==> src/rtl/syzygy_adc_emu_tx.sv <==
// LTC2268-14 2-lane/16-bit ADC transmit emulator for SYZYGY loopback: training burst, then buffered samples.
// Define ADC_EMU_RAMP_EN to make the underflow filler a 14-bit ramp instead of the last sent sample.
module syzygy_adc_emu_tx #(
  parameter int unsigned TRAIN_CYCLES  = 64,
  parameter logic [13:0] TRAIN_PATTERN = 14'h2A5B
) (
  input  logic        clk,
  input  logic        reset_n,
  input  logic        enable,
  input  logic [13:0] s_data,
  input  logic        s_valid,
  output logic        s_ready,
  output logic [7:0]  lane0_word,
  output logic [7:0]  lane1_word,
  output logic [7:0]  frame_word,
  output logic [7:0]  dco_word,
  output logic        train_active,
  output logic        running,
  output logic [15:0] underflow_count
);

  typedef enum logic [1:0] {IDLE, TRAIN, RUN} state_t;

  state_t      state, nxt;
  logic [15:0] tcnt;
  logic [13:0] buf0, buf1;
  logic [1:0]  occ, occ_pop, occ_nxt;
  logic        push, pop, underflow;
  logic [13:0] filler, sample_nxt;
  logic [15:0] w16;

  always_ff @(posedge clk or negedge reset_n) begin
    if (!reset_n) state <= IDLE;
    else          state <= nxt;
  end

  always_comb begin
    nxt = state;
    case (state)
      IDLE:    if (enable) nxt = TRAIN;
      TRAIN:   if (!enable) nxt = IDLE;
               else if (tcnt == 16'(TRAIN_CYCLES - 1)) nxt = RUN;
      RUN:     if (!enable) nxt = IDLE;
      default: nxt = IDLE;
    endcase
  end

  // Pop decisions use occupancy before this edge's push, giving one cycle of buffer latency.
  always_comb begin
    pop       = (nxt == RUN) && (occ != 2'd0);
    underflow = (nxt == RUN) && (occ == 2'd0);
    push      = s_valid && s_ready && (nxt != IDLE);
    occ_pop   = occ - {1'b0, pop};
    occ_nxt   = (nxt == IDLE) ? 2'd0 : occ_pop + {1'b0, push};
    sample_nxt = '0;
    case (nxt)
      TRAIN:   sample_nxt = TRAIN_PATTERN;
      RUN:     sample_nxt = pop ? buf0 : filler;
      default: sample_nxt = '0;
    endcase
    w16 = {sample_nxt, 2'b00};
  end

  always_ff @(posedge clk or negedge reset_n) begin
    if (!reset_n) begin
      tcnt <= '0;
      occ  <= '0;
      buf0 <= '0;
      buf1 <= '0;
    end else begin
      tcnt <= (state == TRAIN && nxt == TRAIN) ? tcnt + 16'd1 : '0;
      occ  <= occ_nxt;
      if (pop) buf0 <= buf1;
      if (push) begin
        if (occ_pop == 2'd0) buf0 <= s_data;
        else                 buf1 <= s_data;
      end
    end
  end

`ifdef ADC_EMU_RAMP_EN
  logic [13:0] ramp;
  assign filler = ramp;

  always_ff @(posedge clk or negedge reset_n) begin
    if (!reset_n)                        ramp <= '0;
    else if (state != TRAIN && nxt == TRAIN) ramp <= '0;
    else if (underflow)                  ramp <= ramp + 14'd1;
  end
`else
  logic [13:0] last;
  assign filler = last;

  always_ff @(posedge clk or negedge reset_n) begin
    if (!reset_n)          last <= '0;
    else if (nxt != IDLE)  last <= sample_nxt;
  end
`endif

  always_ff @(posedge clk or negedge reset_n) begin
    if (!reset_n) begin
      lane0_word      <= '0;
      lane1_word      <= '0;
      frame_word      <= '0;
      dco_word        <= '0;
      s_ready         <= 1'b0;
      train_active    <= 1'b0;
      running         <= 1'b0;
      underflow_count <= '0;
    end else begin
      lane1_word   <= w16[15:8];
      lane0_word   <= w16[7:0];
      frame_word   <= (nxt != IDLE) ? 8'hF0 : 8'h00;
      dco_word     <= (nxt != IDLE) ? 8'hAA : 8'h00;
      s_ready      <= (nxt != IDLE) && (occ_nxt != 2'd2);
      train_active <= (nxt == TRAIN);
      running      <= (nxt == RUN);
      if (underflow && underflow_count != 16'hFFFF)
        underflow_count <= underflow_count + 16'd1;
    end
  end

endmodule

==> config.mk <==
export PLATFORM = sky130hd
export DESIGN_NAME = syzygy_adc_emu_tx
export DESIGN_NICKNAME = d
export VERILOG_FILES = /design/src/rtl/syzygy_adc_emu_tx.sv
export SDC_FILE = /design/constraint.sdc
export NUM_CORES = 1
export LEC_CHECK = 0
export BUFFER_PORTS_ARGS = -buffer_cell sky130_fd_sc_hd__clkbuf_2
export CAP_MARGIN = 20
export CORE_UTILIZATION = 45
export DETAILED_ROUTE_END_ITERATION = 8
export PLACE_DENSITY = 0.71
export SLEW_MARGIN = 25
export SYNTH_ARGS = -nofsm -noshare
export SYNTH_HDL_FRONTEND = slang
export SYNTH_SLANG_ARGS = --single-unit
==> constraint.sdc <==
create_clock -name clk -period 3.05 [get_ports clk]
set_input_delay 0.4575 -clock clk [delete_from_list [all_inputs] [get_ports clk]]
set_output_delay 0.4575 -clock clk [all_outputs]
set_load 0.01 [all_outputs]
; ---- Yosys cells after proc, flatten, opt, wreduce, memory -nomap -nowiden
; Index checks and enable logic that the tools add are counted.
[word_totals]
ff_bits = 111
in_bits = 18
output_inout_bits = 51
elab_cells = 54
[classes]
add_sub_neg = 4
n_eq_ne = 7
muxes = 14
n_bitwise = 1
n_reduce_logical = 14
[op_table]
columns = op, count
row1 = $mux 14, 4
row2 = $add 16x1->16 const B, 2
row3 = $pmux 14 s2, 1
row4 = $eq 16x6->1 const B, 1
row5 = $mux 16, 1
row6 = $mux 8, 2
row7 = $ne 16x16->1 const B, 1
row8 = $mux 2, 5
row9 = $logic_not 2->1, 4
row10 = $logic_and 1x1->1, 7
row11 = $pmux 2 s3, 1
row12 = $eq 2x1->1 const B, 2
row13 = $eq 2x2->1 const B, 2
row14 = $reduce_bool 2->1, 2
row15 = $add 2x1->2, 1
row16 = $ne 2x2->1 const B, 1
row17 = $reduce_and 2->1, 1
row18 = $sub 2x1->2, 1
row19 = $not 1->1, 1

; ---- Longest topological paths before layout
; Gate-level depths: netlist (run 1).
[depth]
ltp_word = 11
depth_mapped = 15
ltp_nobuf = 12

; ---- Worst setup path after synthesis (run 1)
; Ideal clock, no wire load.
[synth_timing]
path_kind = reg-to-reg
start = register tcnt[0]
end = register buf1[10]
setup_time_ns = 0.125
arrival_time_ns = 3.071
required_time_ns = 2.925
slack_ns = -0.146
stages_incl_launch_ff = 15
n_path_buf = 3
synth_period_minus_slack_ns = 3.196
cell_sequence = dfrtp_1 ha_1 and3_1 a31oi_1 nand2_1 ha_1 o21ai_2 inv_1 buf_2 clkbuf_1 ha_1 xnor2_1 a21boi_2 buf_4 mux2_2
[synth_between]
elab_chain_len = 10
word_cells_on_any_way = 12
classes_between = add/sub: 1 / eq/ne: 2 / mux: 3 / bitwise: 1 / reduce/logical: 5
[synth_rtl]
columns = element, line
row1 = from (decl), 25  ; logic [15:0] tcnt;
row2 = from (signal assigned), 71  ; tcnt <= (state == TRAIN && nxt == TRAIN) ? tcnt + 16'd1 : '0;
row3 = $eq 16x6->1 *, 42  ; else if (tcnt == 16'(TRAIN_CYCLES - 1)) nxt = RUN;
row4 = $mux 2 *, 42
row5 = $mux 2 *, 41  ; TRAIN: if (!enable) nxt = IDLE;
row6 = $pmux 2 s3 *, 39  ; case (state)
row7 = $eq 2x2->1, 50  ; pop = (nxt == RUN) && (occ != 2'd0);
row8 = $logic_and 1x1->1, 50
row9 = $sub 2x1->2, 53  ; occ_pop = occ - {1'b0, pop};
row10 = $logic_not 2->1, 75  ; if (occ_pop == 2'd0) buf0 <= s_data;
row11 = $not 1->1 (no source line), -
row12 = $reduce_and 2->1 (no source line) *, -
row13 = to (signal assigned), 76  ; else buf1 <= s_data;
row14 = to (decl), 26  ; logic [13:0] buf0, buf1;
; Mark *: on every way between the ends. The rest lies on a longest branch, timed or not.
; A chain may end at the register's enable or synchronous reset.

; ---- Worst setup path in the final report (run 1)
[layout_timing]
start = register tcnt[0]
end = register buf1[9]
; The elaborated chain is that of the path after synthesis.

==> metrics.cfg, run 1 <==
[run_status]
result_of_the_run=complete, no violations

[flow_run]
max_cap_violations=0

[clock_network]
cts_repair_resize_count=0
cts_setup_buffers=0
tritoncts_num_sinks=96
cts-buffers-inserted=9
clock-root-buffer=clkbuf_8
path_clk_slew_ps=90
clock_tree_from_tritoncts=built
post_cts_hold_buffer_count=0
clk-insertion-delay-late_ps=360
clockBufferDepth=2
cts-htree-levels=3

[timing]
fin_hold_ws_ps=83.1
finalHoldViolCount=0
slew_hr=0.611
clock_period_minus_final_worst_setup_slack_ps=2820
maxClockFrequency_mhz=355
maxSlewViolCount=0
grt_setup_unrepaired=false
tightest_slew_ps=583
setup_ws_ps=231
fin_skew_ps=14.0
period_share=0.924
setup_violations=0
setup_total_negative_slack_ps=0

[floorplan]
starting_utilization_of_the_core_area=0.468
floorplan.die.width_um=100
row_count=35
die_h_um=100
pin_count=69
design.core.area_um2=9330
die_area_um2=10100

[grt]
grt_use_total=0.181
grt_pass1_vias=3001
gr-total-overflow=0
grt_max_degree=53
antenna_violations_before_repair=0
global_route_wire_length_before_repair_um=14200

[critical_path]
worstSetupPathDepth=12
critPathArrivalTime_ps=3060
worstRegToRegCells=12
path_class=register to register
top_delay_family_on_crit_path=adder cells
path_max_fanout=14
critical_path_startpoint_category=register
critical_path.slowest_cell=dfrtp_1
critPathMostFrequentCell=ha_1
critical_path.cell_chain=ha_2, and3_1, a31oi_2, nand2_1, ha_1, o21ai_2, inv_1, ha_1, xnor2_1, a21boi_2, buf_4, mux2_2
critPathRequiredTime_ps=3290
setup.worst_path.end_class=register
count_of_buffer_and_inverter_cells_on_the_critical_path=2
slowest_delay_ps=430

[synth]
post_synth_instance_area_um2=4360
synth_top_area_frac=0.551
ys_dominant_reg_cell=dfrtp_1
post_synth.cell_area_avg_um2=10.8
synth_area_leader_cell=dfrtp_1
synthesis.yosys.warnings=0
synth_async_sr_flop_share=1.00
synth_enable_flop_cells=0
ys_types=51
sequential_fraction_of_the_synthesis_area=0.551
top_cells_by_area_in_the_synthesized_netlist=dfrtp_1 55%, mux2_2 5.4%, nand2_1 4.7%, nor2_1 3.4%, buf_4 3.1%
synth.ff_latch_count=96
postSynthCellCount=405

[finish]
design.final.nets=486
final_cells=595
synthToLayoutAreaGrowth_pct=13.0
fin_util=0.528
final_layout_size_suffix_gt1_frac=0.251
diode_insertion_count_for_antenna_repair=0

[hold_path]
worst_hold_path_type=input port to async pin

[power]
leakagePower_uw=0.00236
power_report.internal_total_uw=1850
share_seq_of_total_power=0.587
power.net_switching_uw=589
clockPowerShare=0.329
pwr_density_cell_nw_per_um2=495
switching_share=0.242
vdd.ir_drop.worst_mv=0.195
power.combinational.fraction=0.084

[routing]
viasPerCell=5.21
finalWirelength_um=8340
route.vias.total=3097
drtPass1Iterations=4
detail_route.wl_per_cell_um=14.0
postRouteAntennaNets=0
post-route-drc-count=0
drt_iter0_drc=167

[placement]
preCtsSetupSlack_ps=246
dpl.hpwl_um=5940
place.gp.congestion=0.824
port_buf_inserts=58
placedCellCount=579

==> stage by stage <==
step	cell area, um2	power (uW)
3_5_place_dp	4740	1670
5_1_grt	4930	2560
2_1_floorplan	4410	1580
6_report	4930	2440
3_3_place_gp	4740	1650
4_1_cts	4930	2470
==> final timing paths <==
check	from	slack [ps]	end
max	tcnt[0]$_DFF_PN0_	230	buf1[9]$_DFFE_PN0P_
min	reset_n	80	underflow_count[10]$_DFFE_PN0P_
max reg2reg	tcnt[0]$_DFF_PN0_	230	buf1[9]$_DFFE_PN0P_
min reg2reg	filler[3]$_DFFE_PN0P_	480	filler[3]$_DFFE_PN0P_
max in group asynchronous	reset_n	2290	tcnt[9]$_DFF_PN0_
min in group clk	s_data[11]	340	buf1[11]$_DFFE_PN0P_
==> sequential cells by signal, indices dropped and copies added, names as in the netlist <==
signal / cells
buf0: 14
s_ready: 1
occ: 2
frame_word: 1
state: 2
buf1: 14
running: 1
lane1_word: 8
lane0_word: 6
train_active: 1
tcnt: 16
filler: 14
underflow_count: 16
==> routing by layer <==
metal | wire [um] | GRT usage | vias to the layer above | share of wire
met1 | 3900 | 0.245 | 1534 | 0.47
met4 | 147 | 0.0736 | 0 | 0.018
met3 | 275 | 0.0368 | 11 | 0.033
li1 | - | - | 1480 | -
met5 | 0 | 0 | - | 0
met2 | 4010 | 0.286 | 72 | 0.48
==> cell type report <==
cell class / instances / area (um2)
inverter: 12 / 45.0
tap: 129 / 161
timing repair buffer: 65 / 358
clock buffer: 11 / 131
fill: 819 / 4400
multi-input combinational: 277 / 1770
sequential: 96 / 2400
clock inverter: 5 / 56.3
==> cells in the mapped netlist (all sizes together), types with 3 or more instances <==
cell	count
a21boi	9
a21oi	13
a22oi	5
a31oi	18
and3	3
and4	3
buf	23
clkbuf	6
dfrtp	96
ha	7
inv	12
mux2	22
nand2	55
nand3	12
nand4	9
nor2	39
nor2b	7
nor3	8
nor4	5
o21ai	10
xnor2	12
xor2	11
==> cells by family after synthesis <==
kind of cell | Yosys count | synth area share
other | 1 | 0.000860
flip-flops | 96 | 0.551
AND/OR/NAND/NOR | 149 | 0.169
multiplexers | 24 | 0.0622
buffers and inverters | 41 | 0.0522
AO/OA/AOI/OAI | 64 | 0.0984
adder cells (fa/ha/maj) | 7 | 0.0201
XOR/XNOR | 23 | 0.0462
==> layout by cell type, fill, tap and decap left out, types with 2 or more instances in the layout <==
cell / count
a2111oi_2: 2
a21boi_0: 8
a21oi_1: 13
a22oi_1: 5
a31oi_1: 17
and3_1: 3
and4_1: 2
buf_4: 7
clkbuf_1: 2
clkbuf_2: 57
clkbuf_8: 9
clkinv_2: 2
conb_1: 10
dfrtp_1: 96
ha_1: 6
inv_1: 11
mux2_2: 21
mux2i_1: 2
nand2_1: 55
nand3_1: 10
nand4_1: 8
nor2_1: 39
nor2b_1: 6
nor3_1: 8
nor4_1: 4
o21ai_0: 9
xnor2_1: 12
xor2_1: 11
==> power by group through the flow <==
stage | registers [uW] | clock network [uW] | logic [uW]
6_report | 1430 | 801 | 206
5_1_grt | 1450 | 879 | 233
4_1_cts | 1430 | 825 | 210
3_5_place_dp | 1460 | 0 | 210
3_3_place_gp | 1450 | 0 | 201
2_1_floorplan | 1440 | 0 | 142
(Power assumes the default switching activity.)
==> run 2: changes to the inputs <==
CORE_MARGIN = 4   (was unset)
==> metrics.cfg, run 2 (same netlist as run 1, synthesis figures left out) <==
[power]
design_power_total_uw=2410
leakagePower_uw=0.00235
vdd.ir_drop.worst_mv=0.291
pwr_density_cell_nw_per_um2=490

[placement]
port_buf_inserts=58
post_dp_cell_area_um2=4740
place.gp.congestion=0.820
dpl.hpwl_um=5990

[finish]
layout.cells.most_common_list=96 x dfrtp_1, 57 x clkbuf_2, 55 x nand2_1
design.final.nets=486
final_layout_size_suffix_gt1_frac=0.250
mostFrequentLayoutCell=dfrtp_1
final.fill_count=830
diode_insertion_count_for_antenna_repair=0
finished_layout_cell_area_um2=4920
synthToLayoutAreaGrowth_pct=12.9
reg_top3=tcnt (16), underflow_count (16)

[routing]
finalWirelength_um=8380
drt_iter0_drc=116
route.vias.total=3027
postRouteAntennaNets=0
viasPerCell=5.10
drtPass1Iterations=5
detail_route.wl_per_cell_um=14.1
post-route-drc-count=0

[timing]
slew_hr=0.606
fin_hold_ws_ps=95.5
setup_total_negative_slack_ps=0
maxClockFrequency_mhz=357
grt_setup_unrepaired=false
setup_violations=0
period_share=0.919
finalHoldViolCount=0
tightest_slew_ps=590
maxSlewViolCount=0
fin_skew_ps=11.9
clock_period_minus_final_worst_setup_slack_ps=2800

[critical_path]
slowest_delay_ps=430
setup.worst_path.end_class=register
critPathArrivalTime_ps=3040
count_of_buffer_and_inverter_cells_on_the_critical_path=2
worstRegToRegCells=12
r2r_slack_ps=250
critical_path.slowest_cell=dfrtp_1
critical_path_startpoint_category=register
critPathMostFrequentCell=ha_1
setup.worst_path.start=tcnt[0]$_DFF_PN0_
path_max_fanout=14
critPathRequiredTime_ps=3290
worstReg2RegStart=tcnt[0]$_DFF_PN0_
path_class=register to register
top_delay_family_on_crit_path=adder cells
reg_to_reg_endpoint=buf1[10]$_DFFE_PN0P_
critical_path.cell_chain=ha_2, and3_1, a31oi_2, nand2_1, ha_1, o21ai_2, inv_1, ha_1, xnor2_1, a21boi_2, buf_4, mux2_2

[clock_network]
clock_tree_from_tritoncts=built
cts-htree-levels=3
clock-root-buffer=clkbuf_8
cts-buffers-inserted=9
clk-insertion-delay-late_ps=350
clockBufferDepth=2
path_clk_slew_ps=90
tritoncts_num_sinks=96

[run_status]
result_of_the_run=complete, no violations

[floorplan]
floorplan.die.width_um=106
pin_count=69
row_count=35
design.core.area_um2=9330
starting_utilization_of_the_core_area=0.468
die_area_um2=11300
die_h_um=106

[hold_path]
worst_hold_path_type=input port to async pin

[grt]
grt_use_total=0.158
antenna_violations_before_repair=0
global_route_wire_length_before_repair_um=14300
gr-total-overflow=0
grt_pass1_vias=2962
grt_max_degree=53

[flow_run]
max_cap_violations=0

==> run 2: cell types whose count changed in the layout (fill, tap and decap cells not counted) <==
cell	change
clkbuf_1	-1
inv_6	-1
nor3b_2	-1
nor3b_4	+1
==> run 2: timing repair <==
item / in CTS / in global routing
buffers inserted: 0 / 0
setup endpoints to repair: 0 / 1
resized for setup: 0 / 1
hold buffers: 0 / 0
hold endpoints to repair: 0 / 0
==> run 2: per-stage QoR <==
step,utilization,std cells,setup slack [ps]
4_1_cts,0.527,593,223
3_3_place_gp,0.508,579,345
5_1_grt,0.528,593,41.9
3_5_place_dp,0.508,579,219
2_1_floorplan,-,414,14.1
6_report,0.528,593,248
==> run 2: cell type report <==
class                   count  area (um2)  area share
flip-flops and latches     96        2400       0.488
multi-input cells         277        1780       0.362
clock buffers              10         128      0.0259
clock inverters             4        47.5     0.00966
well taps                 129         161      0.0328
inverters                  12        45.0     0.00915
repair buffers             65         358      0.0727
==> run 2: worst max path at each step <==
stage / to / cells past startpoint / slack (ps)
detailed placement: underflow_count[13]$_DFFE_PN0P_ / 9 / 220
CTS: underflow_count[13]$_DFFE_PN0P_ / 9 / 220
global route: buf1[9]$_DFFE_PN0P_ / 12 / 40
global placement: buf1[6]$_DFFE_PN0P_ / 9 / 340
floorplan: buf1[10]$_DFFE_PN0P_ / 14 / 10
finish: buf1[10]$_DFFE_PN0P_ / 12 / 250
==> run 2: metal layers <==
layer	GRT usage	wire length, um
met3	0.0419	463
met4	0.0511	91
met1	0.222	3980
met5	0	0
met2	0.238	3850
==> run 2: power breakdown <==
group	switching (uW)	internal [uW]	total, uW
sequential	57.2	1370	1430
clock	408	368	775
combinational	110	94.4	204
